===== src/rtl/uart_rx.sv =====
// uart_rx: oversampling asynchronous serial receiver.
// Frame format: start(0), DATA_BITS data bits LSB-first, parity bit, stop(1).
// rxd is synchronized before use; every output is registered.
module uart_rx #(
    parameter int unsigned CLKS_PER_BIT = 16,
    parameter int unsigned DATA_BITS    = 7
) (
    input  logic                 clk,
    input  logic                 rst,
    input  logic                 rxd,
    input  logic                 p_s,
    output logic [DATA_BITS-1:0] dout,
    output logic                 valid,
    output logic                 parity_err,
    output logic                 frame_err,
    output logic                 busy
);

    localparam int unsigned TICK_W = (CLKS_PER_BIT > 2) ? $clog2(CLKS_PER_BIT) : 1;
    localparam int unsigned BIT_W  = (DATA_BITS > 1) ? $clog2(DATA_BITS) : 1;

    localparam logic [TICK_W-1:0] TICK_MID = TICK_W'(CLKS_PER_BIT / 2 - 1);
    localparam logic [TICK_W-1:0] TICK_END = TICK_W'(CLKS_PER_BIT - 1);
    localparam logic [BIT_W-1:0]  BIT_LAST = BIT_W'(DATA_BITS - 1);

    typedef enum logic [2:0] {
        IDLE   = 3'd0,
        START  = 3'd1,
        DATA   = 3'd2,
        PARITY = 3'd3,
        STOP   = 3'd4
    } state_e;

    state_e                 state_q, state_d;
    logic                   rx_meta_q, rxs_q;
    logic [TICK_W-1:0]      tick_q, tick_d;
    logic [BIT_W-1:0]       bit_q, bit_d;
    logic [DATA_BITS-1:0]   shift_q, shift_d;
    logic                   ps_q, ps_d;
    logic                   par_q, par_d;
    logic [DATA_BITS-1:0]   dout_q, dout_d;
    logic                   valid_q, valid_d;
    logic                   perr_q, perr_d;
    logic                   ferr_q, ferr_d;
    logic                   busy_q, busy_d;

    // Two-flop synchronizer on the asynchronous serial line; resets to idle-high.
    always_ff @(posedge clk or posedge rst) begin
        if (rst) begin
            rx_meta_q <= 1'b1;
            rxs_q     <= 1'b1;
        end else begin
            rx_meta_q <= rxd;
            rxs_q     <= rx_meta_q;
        end
    end

    // State, counters, datapath and output registers.
    always_ff @(posedge clk or posedge rst) begin
        if (rst) begin
            state_q <= IDLE;
            tick_q  <= '0;
            bit_q   <= '0;
            shift_q <= '0;
            ps_q    <= 1'b0;
            par_q   <= 1'b0;
            dout_q  <= '0;
            valid_q <= 1'b0;
            perr_q  <= 1'b0;
            ferr_q  <= 1'b0;
            busy_q  <= 1'b0;
        end else begin
            state_q <= state_d;
            tick_q  <= tick_d;
            bit_q   <= bit_d;
            shift_q <= shift_d;
            ps_q    <= ps_d;
            par_q   <= par_d;
            dout_q  <= dout_d;
            valid_q <= valid_d;
            perr_q  <= perr_d;
            ferr_q  <= ferr_d;
            busy_q  <= busy_d;
        end
    end

    // Next-state logic: mid-bit sampling of rxs and frame completion.
    always_comb begin
        state_d = state_q;
        tick_d  = tick_q;
        bit_d   = bit_q;
        shift_d = shift_q;
        ps_d    = ps_q;
        par_d   = par_q;
        dout_d  = dout_q;
        valid_d = 1'b0;
        perr_d  = perr_q;
        ferr_d  = ferr_q;

        unique case (state_q)
            IDLE: begin
                if (!rxs_q) begin
                    state_d = START;
                    tick_d  = '0;
                    bit_d   = '0;
                end
            end
            START: begin
                if (tick_q == TICK_MID) begin
                    tick_d = '0;
                    if (rxs_q) begin
                        // Line rose before mid start bit: treat as a glitch.
                        state_d = IDLE;
                    end else begin
                        ps_d    = p_s;
                        state_d = DATA;
                    end
                end else begin
                    tick_d = tick_q + TICK_W'(1);
                end
            end
            DATA: begin
                if (tick_q == TICK_END) begin
                    tick_d  = '0;
                    shift_d = {rxs_q, shift_q[DATA_BITS-1:1]};
                    if (bit_q == BIT_LAST) begin
                        bit_d   = '0;
                        state_d = PARITY;
                    end else begin
                        bit_d = bit_q + BIT_W'(1);
                    end
                end else begin
                    tick_d = tick_q + TICK_W'(1);
                end
            end
            PARITY: begin
                if (tick_q == TICK_END) begin
                    tick_d  = '0;
                    par_d   = rxs_q;
                    state_d = STOP;
                end else begin
                    tick_d = tick_q + TICK_W'(1);
                end
            end
            STOP: begin
                if (tick_q == TICK_END) begin
                    // Data is delivered even when an error flag is raised.
                    tick_d  = '0;
                    dout_d  = shift_q;
                    perr_d  = par_q ^ (^shift_q) ^ ps_q;
                    ferr_d  = !rxs_q;
                    valid_d = 1'b1;
                    state_d = IDLE;
                end else begin
                    tick_d = tick_q + TICK_W'(1);
                end
            end
            default: begin
                state_d = IDLE;
                tick_d  = '0;
            end
        endcase

        busy_d = (state_d != IDLE);
    end

    assign dout       = dout_q;
    assign valid      = valid_q;
    assign parity_err = perr_q;
    assign frame_err  = ferr_q;
    assign busy       = busy_q;

endmodule

===== config.mk =====
export PLATFORM = sky130hd
export DESIGN_NAME = uart_rx
export DESIGN_NICKNAME = d
export VERILOG_FILES = /design/src/rtl/uart_rx.sv
export SDC_FILE = /design/constraint.sdc
export NUM_CORES = 1
export LEC_CHECK = 0
export CAP_MARGIN = 0
export CORE_MARGIN = 2
export CORE_UTILIZATION = 35
export CTS_CLUSTER_SIZE = 12
export DETAILED_ROUTE_END_ITERATION = 8
export GPL_TIMING_DRIVEN = 1
export PLACE_DENSITY = 0.62
export SYNTH_ARGS = -nofsm -noshare
export SYNTH_HDL_FRONTEND = slang
export SYNTH_SLANG_ARGS = --single-unit
export TNS_END_PERCENT = 1

===== constraint.sdc =====
create_clock -name clk -period 1.5 [get_ports clk]
set_input_delay 0.3 -clock clk [delete_from_list [all_inputs] [get_ports clk]]
set_output_delay 0.3 -clock clk [all_outputs]
set_load 0.01 [all_outputs]

==> out/results.txt <==
In this run the static leakage power is 1.07 nW. The internal portion of the total power is 0.00191 W. For this design the ratio of total power to cell area is 1440 nW/um^2.

The run gives 0.767 as the weighted congestion reported at the end of routability-driven placement. The clock insertion delay at the later pin of the skew report is 290 ps, and the first-pass GRT wire length is 5.22 mm. After synthesis the cells add up to 1530 sq um.

The run gives 135 as the post-synthesis net count. The logs give 34.3% for the power share of the combinational group and 0.000933 W for the switching power summed over all nets. The run finished with clean final reports. The run gives 0 as the final hold violation count.

The number of register bits inferred by synthesis came out at 32. Cells fill 46.4% of the core in the end. The logs give 0 for the count of warnings emitted by yosys and 0 for the number of antenna violations at the first check in global routing. The initialized floorplan defines 24 standard-cell rows. For the number of H-tree branching levels, the log shows 2. The pin slew with the least headroom to its limit was 311 ps.

Number of max-slew violations in the final report: 0. The synthesized instance count is 130. The routed wirelength normalized by instance count is 14.7 um, and the area of the core is 4260 sq um. The average instance in the mapped netlist occupies 11.7 sq um. Dividing the detail-routed via count by the number of cells gives 5.10. The vertical extent of the die is 70.0 um.

For the worst setup path, the data arrival time is 1620 ps. For the CTS buffer count, the log shows 5. Final worst clock skew: 6.82 ps. For this run, the post-layout net count is 164. The number of global-route vias before repair was 1134. In the layout the commonest cells are 27 x sky130_fd_sc_hd__dfrtp_1, 14 x sky130_fd_sc_hd__buf_4, 11 x sky130_fd_sc_hd__mux2_2. The remaining global-route overflow was 0. The largest net degree at the start of global routing was 33. Maximum vdd drop: 749 uV. The layout overhead on the synthesized area works out to 29.6%. Across every metal layer, demand over resource in global routing totals 13.7%.

The detailed router put a total of 1.33 mm of wire on met1. Summed over all failing endpoints, the final setup total negative slack is 0 ps. The run gives 35.8% as the initial core utilization. Number of placed cells counting well taps: 204. TritonCTS built the clock tree. Timing would allow up to 687 MHz. Summed over all layers, the routed wires come to 3.11 mm.

Counting along the longest clock path gives a buffer depth of 2. The total of buffers placed on input and output ports was 14; the number of remaining DRC errors was 0. The tools report the number of sinks driven by the clock tree as 32. Summed over all nets, wire length on met2 after detailed routing comes to 1.59 mm. The clock network is responsible for 23.8% of the overall power. Across the run, the number of max-cap violations was 0. For this run, the register share of the synthesized area comes to 52.6%. Category of cells accounting for the largest share of critical-path delay: simple AND/OR/NAND/NOR gates. The top routing layer in use is met4. The portion of the clock cycle consumed by the worst path in the final layout was 97.1%. The worst min-delay path class was primary input to asynchronous set/reset pin. The signal on the critical path passes through ha_2, buf_4, nand2_2, nor4b_4, nand3_1, mux2_2. The floorplan die width is 70.0 um. The DRC marker count from the first detailed-route iteration came out at 74.

Cell type of the slowest stage on the worst timing path: sky130_fd_sc_hd__dfrtp_1. Of the total power, registers draw 41.9%. The clock-pin slew of the registers on the worst-case setup and hold paths is 70 ps, and the detailed-router iteration count before antenna repair is 4. The tools report the master cell of the clock root buffer as sky130_fd_sc_hd__clkbuf_8. The fraction of layout instances using a drive strength above 1 was 35.0%. The post-layout minimum cycle time is 1460 ps, and the setup fix buffers added after clock tree synthesis is 0.

The finished cells cover 1980 sq um. The tools report the routed length on met3 as 134 um. Summing over every cut layer, the via total after detailed routing is 1081.

The largest fanout of any net on the critical path is 2. The floorplan step defined a die boundary enclosing 4910 sq um. The type of the worst setup path was flop to flop.

0 antenna diodes ended up in the layout. Setup violations remaining at the end of the flow were counted as 0. The run gives 212 as the final cell count without fillers. The buffer and inverter count on the worst path was 1; the post-route antenna net violation count was 0. Setup repair after global routing could not meet its margin everywhere. The placed instances occupy a cell area of 1810 sq um. The run gives 1670 ps as the endpoint required time on the critical path.

For the number of I/O pins, the log shows 15. The switching part of the total power was 32.8%; the headroom to the max-slew limit was 79.1%. In this run, distinct cell masters in the synthesized netlist total 37.

The sort of element at the start of the critical path is a flop. The total half-perimeter wirelength after legalization and detailed placement was 2.09 mm; the largest stage delay on the critical path was 360 ps. STA classifies the critical path endpoint as a flop.

Leaving out fill and tap cells, the most frequent cell in the layout is sky130_fd_sc_hd__dfrtp_1.
-- cells by family (layout without fill, tap and decap cells) --
kind of cell / count (synthesis) / in the layout / share of synthesized area, %
AOI/OAI and AO/OA: 23 / 23 / 9.35
and+or+nand+nor: 36 / 36 / 13.3
buffers and inverters: 13 / 43 / 4.84
DFF: 32 / 32 / 52.6
muxes: 16 / 16 / 13.0
adders and majority gates: 1 / 1 / 0.820
xor gates and xnor gates: 9 / 9 / 6.07
-- flip-flops by register name, indices dropped and copies added, names as in the netlist --
signal	count
dout	7
shift_q	7
tick_q	4
bit_q	3
state_q	3
busy	1
frame_err	1
par_q	1
parity_err	1
ps_q	1
rx_meta_q	1
rxs_q	1
valid	1
-- cells in the mapped netlist --
cell,n,area share [%]
sky130_fd_sc_hd__ha_1,1,0.82
sky130_fd_sc_hd__nor4_1,2,0.82
sky130_fd_sc_hd__nand3_4,1,1.1
sky130_fd_sc_hd__nor3b_1,1,0.49
sky130_fd_sc_hd__a22o_1,2,1.1
sky130_fd_sc_hd__a21o_1,1,0.49
sky130_fd_sc_hd__mux2_2,11,8.1
sky130_fd_sc_hd__dfrtp_1,30,49
sky130_fd_sc_hd__nand2b_1,1,0.41
sky130_fd_sc_hd__nand4_1,2,0.82
sky130_fd_sc_hd__o221ai_1,1,0.57
sky130_fd_sc_hd__nor2_1,6,1.5
sky130_fd_sc_hd__mux2_4,5,4.9
sky130_fd_sc_hd__or3_1,1,0.41
sky130_fd_sc_hd__a31o_2,1,0.57
sky130_fd_sc_hd__nand2_2,1,0.41
sky130_fd_sc_hd__and2_1,1,0.41
sky130_fd_sc_hd__o21ai_0,11,3.6
sky130_fd_sc_hd__buf_6,3,2.2
sky130_fd_sc_hd__o22ai_1,1,0.41
sky130_fd_sc_hd__nor4b_2,1,0.98
sky130_fd_sc_hd__o31ai_1,1,0.49
sky130_fd_sc_hd__inv_1,6,1.5
sky130_fd_sc_hd__o211ai_1,1,0.49
sky130_fd_sc_hd__nor3b_2,1,0.82
sky130_fd_sc_hd__xnor3_1,1,1.5
sky130_fd_sc_hd__xor2_1,2,1.1
sky130_fd_sc_hd__nand2_1,11,2.7
sky130_fd_sc_hd__xnor2_1,6,3.4
sky130_fd_sc_hd__a21oi_1,3,0.98
sky130_fd_sc_hd__clkbuf_1,2,0.49
sky130_fd_sc_hd__and3_1,1,0.41
sky130_fd_sc_hd__nor3_1,1,0.33
sky130_fd_sc_hd__nand3_1,5,1.6
sky130_fd_sc_hd__dfstp_2,2,3.4
sky130_fd_sc_hd__buf_2,2,0.66
sky130_fd_sc_hd__a311oi_1,1,0.57
-- power by group through the flow --
stage	combinational, W	clock (W)	sequential (W)
floorplan	0.000630	0	0.00111
CTS	0.000899	0.000689	0.00118
detailed placement	0.000868	0	0.00118
global route	0.00107	0.000741	0.00122
finish	0.000975	0.000678	0.00119
global placement	0.000829	0	0.00117
-- metrics by stage --
stage	setup slack (ps)	hold slack [ps]	power, W
after CTS	-20.4	355	0.00277
after detailed placement	-92.0	355	0.00205
after global routing	-46.0	371	0.00303
after floorplan	0.326	304	0.00174
after global placement	-8.01	348	0.00200
final	43.5	351	0.00284
-- final cells by class --
type                    instances  area (sq um)
well taps                      52          65.1
multi-input cells              85           709
flip-flops and latches         32           807
inverters                       6          22.5
fillers                       391          2290
clock buffers                   8          90.1
repair buffers                 29           284
-- tightest hold or removal path, stage by stage --
cell                              delay, ps
sky130_fd_sc_hd__clkdlybuf4s50_1        400
sky130_fd_sc_hd__inv_1                   90
sky130_fd_sc_hd__buf_12                 210
-- repair_timing --
action                                  in CTS  in global routing
pin swaps                                    0                  4
hold buffers                                 0                  0
hold endpoints to repair                     0                  0
gates resized for setup                      7                 21
cloned                                       0                  0
endpoints found under the setup margin      24                 26
-- final timing paths --
path / cells past startpoint / from / to / slack (ps)
min in group clk: 0 / rx_meta_q / rxs_q / 360
worst min register to register: 0 / rx_meta_q / rxs_q / 360
max in group asynchronous: 3 / rst / rxs_q / 920
worst min-delay path: 3 / rst / tick_q[3] / 350
worst max register to register: 6 / tick_q[1] / ps_q / 40
worst max-delay path: 6 / tick_q[1] / ps_q / 40
-- per-layer routing --
layer  vias to the layer above  global-route usage [%]
met5                         -                       0
met4                         0                    7.05
met3                         7                    4.47
met2                        25                    22.3
met1                       537                    16.1
li1                        512                       -
No activity file was read; power rests on OpenSTA's default activity.
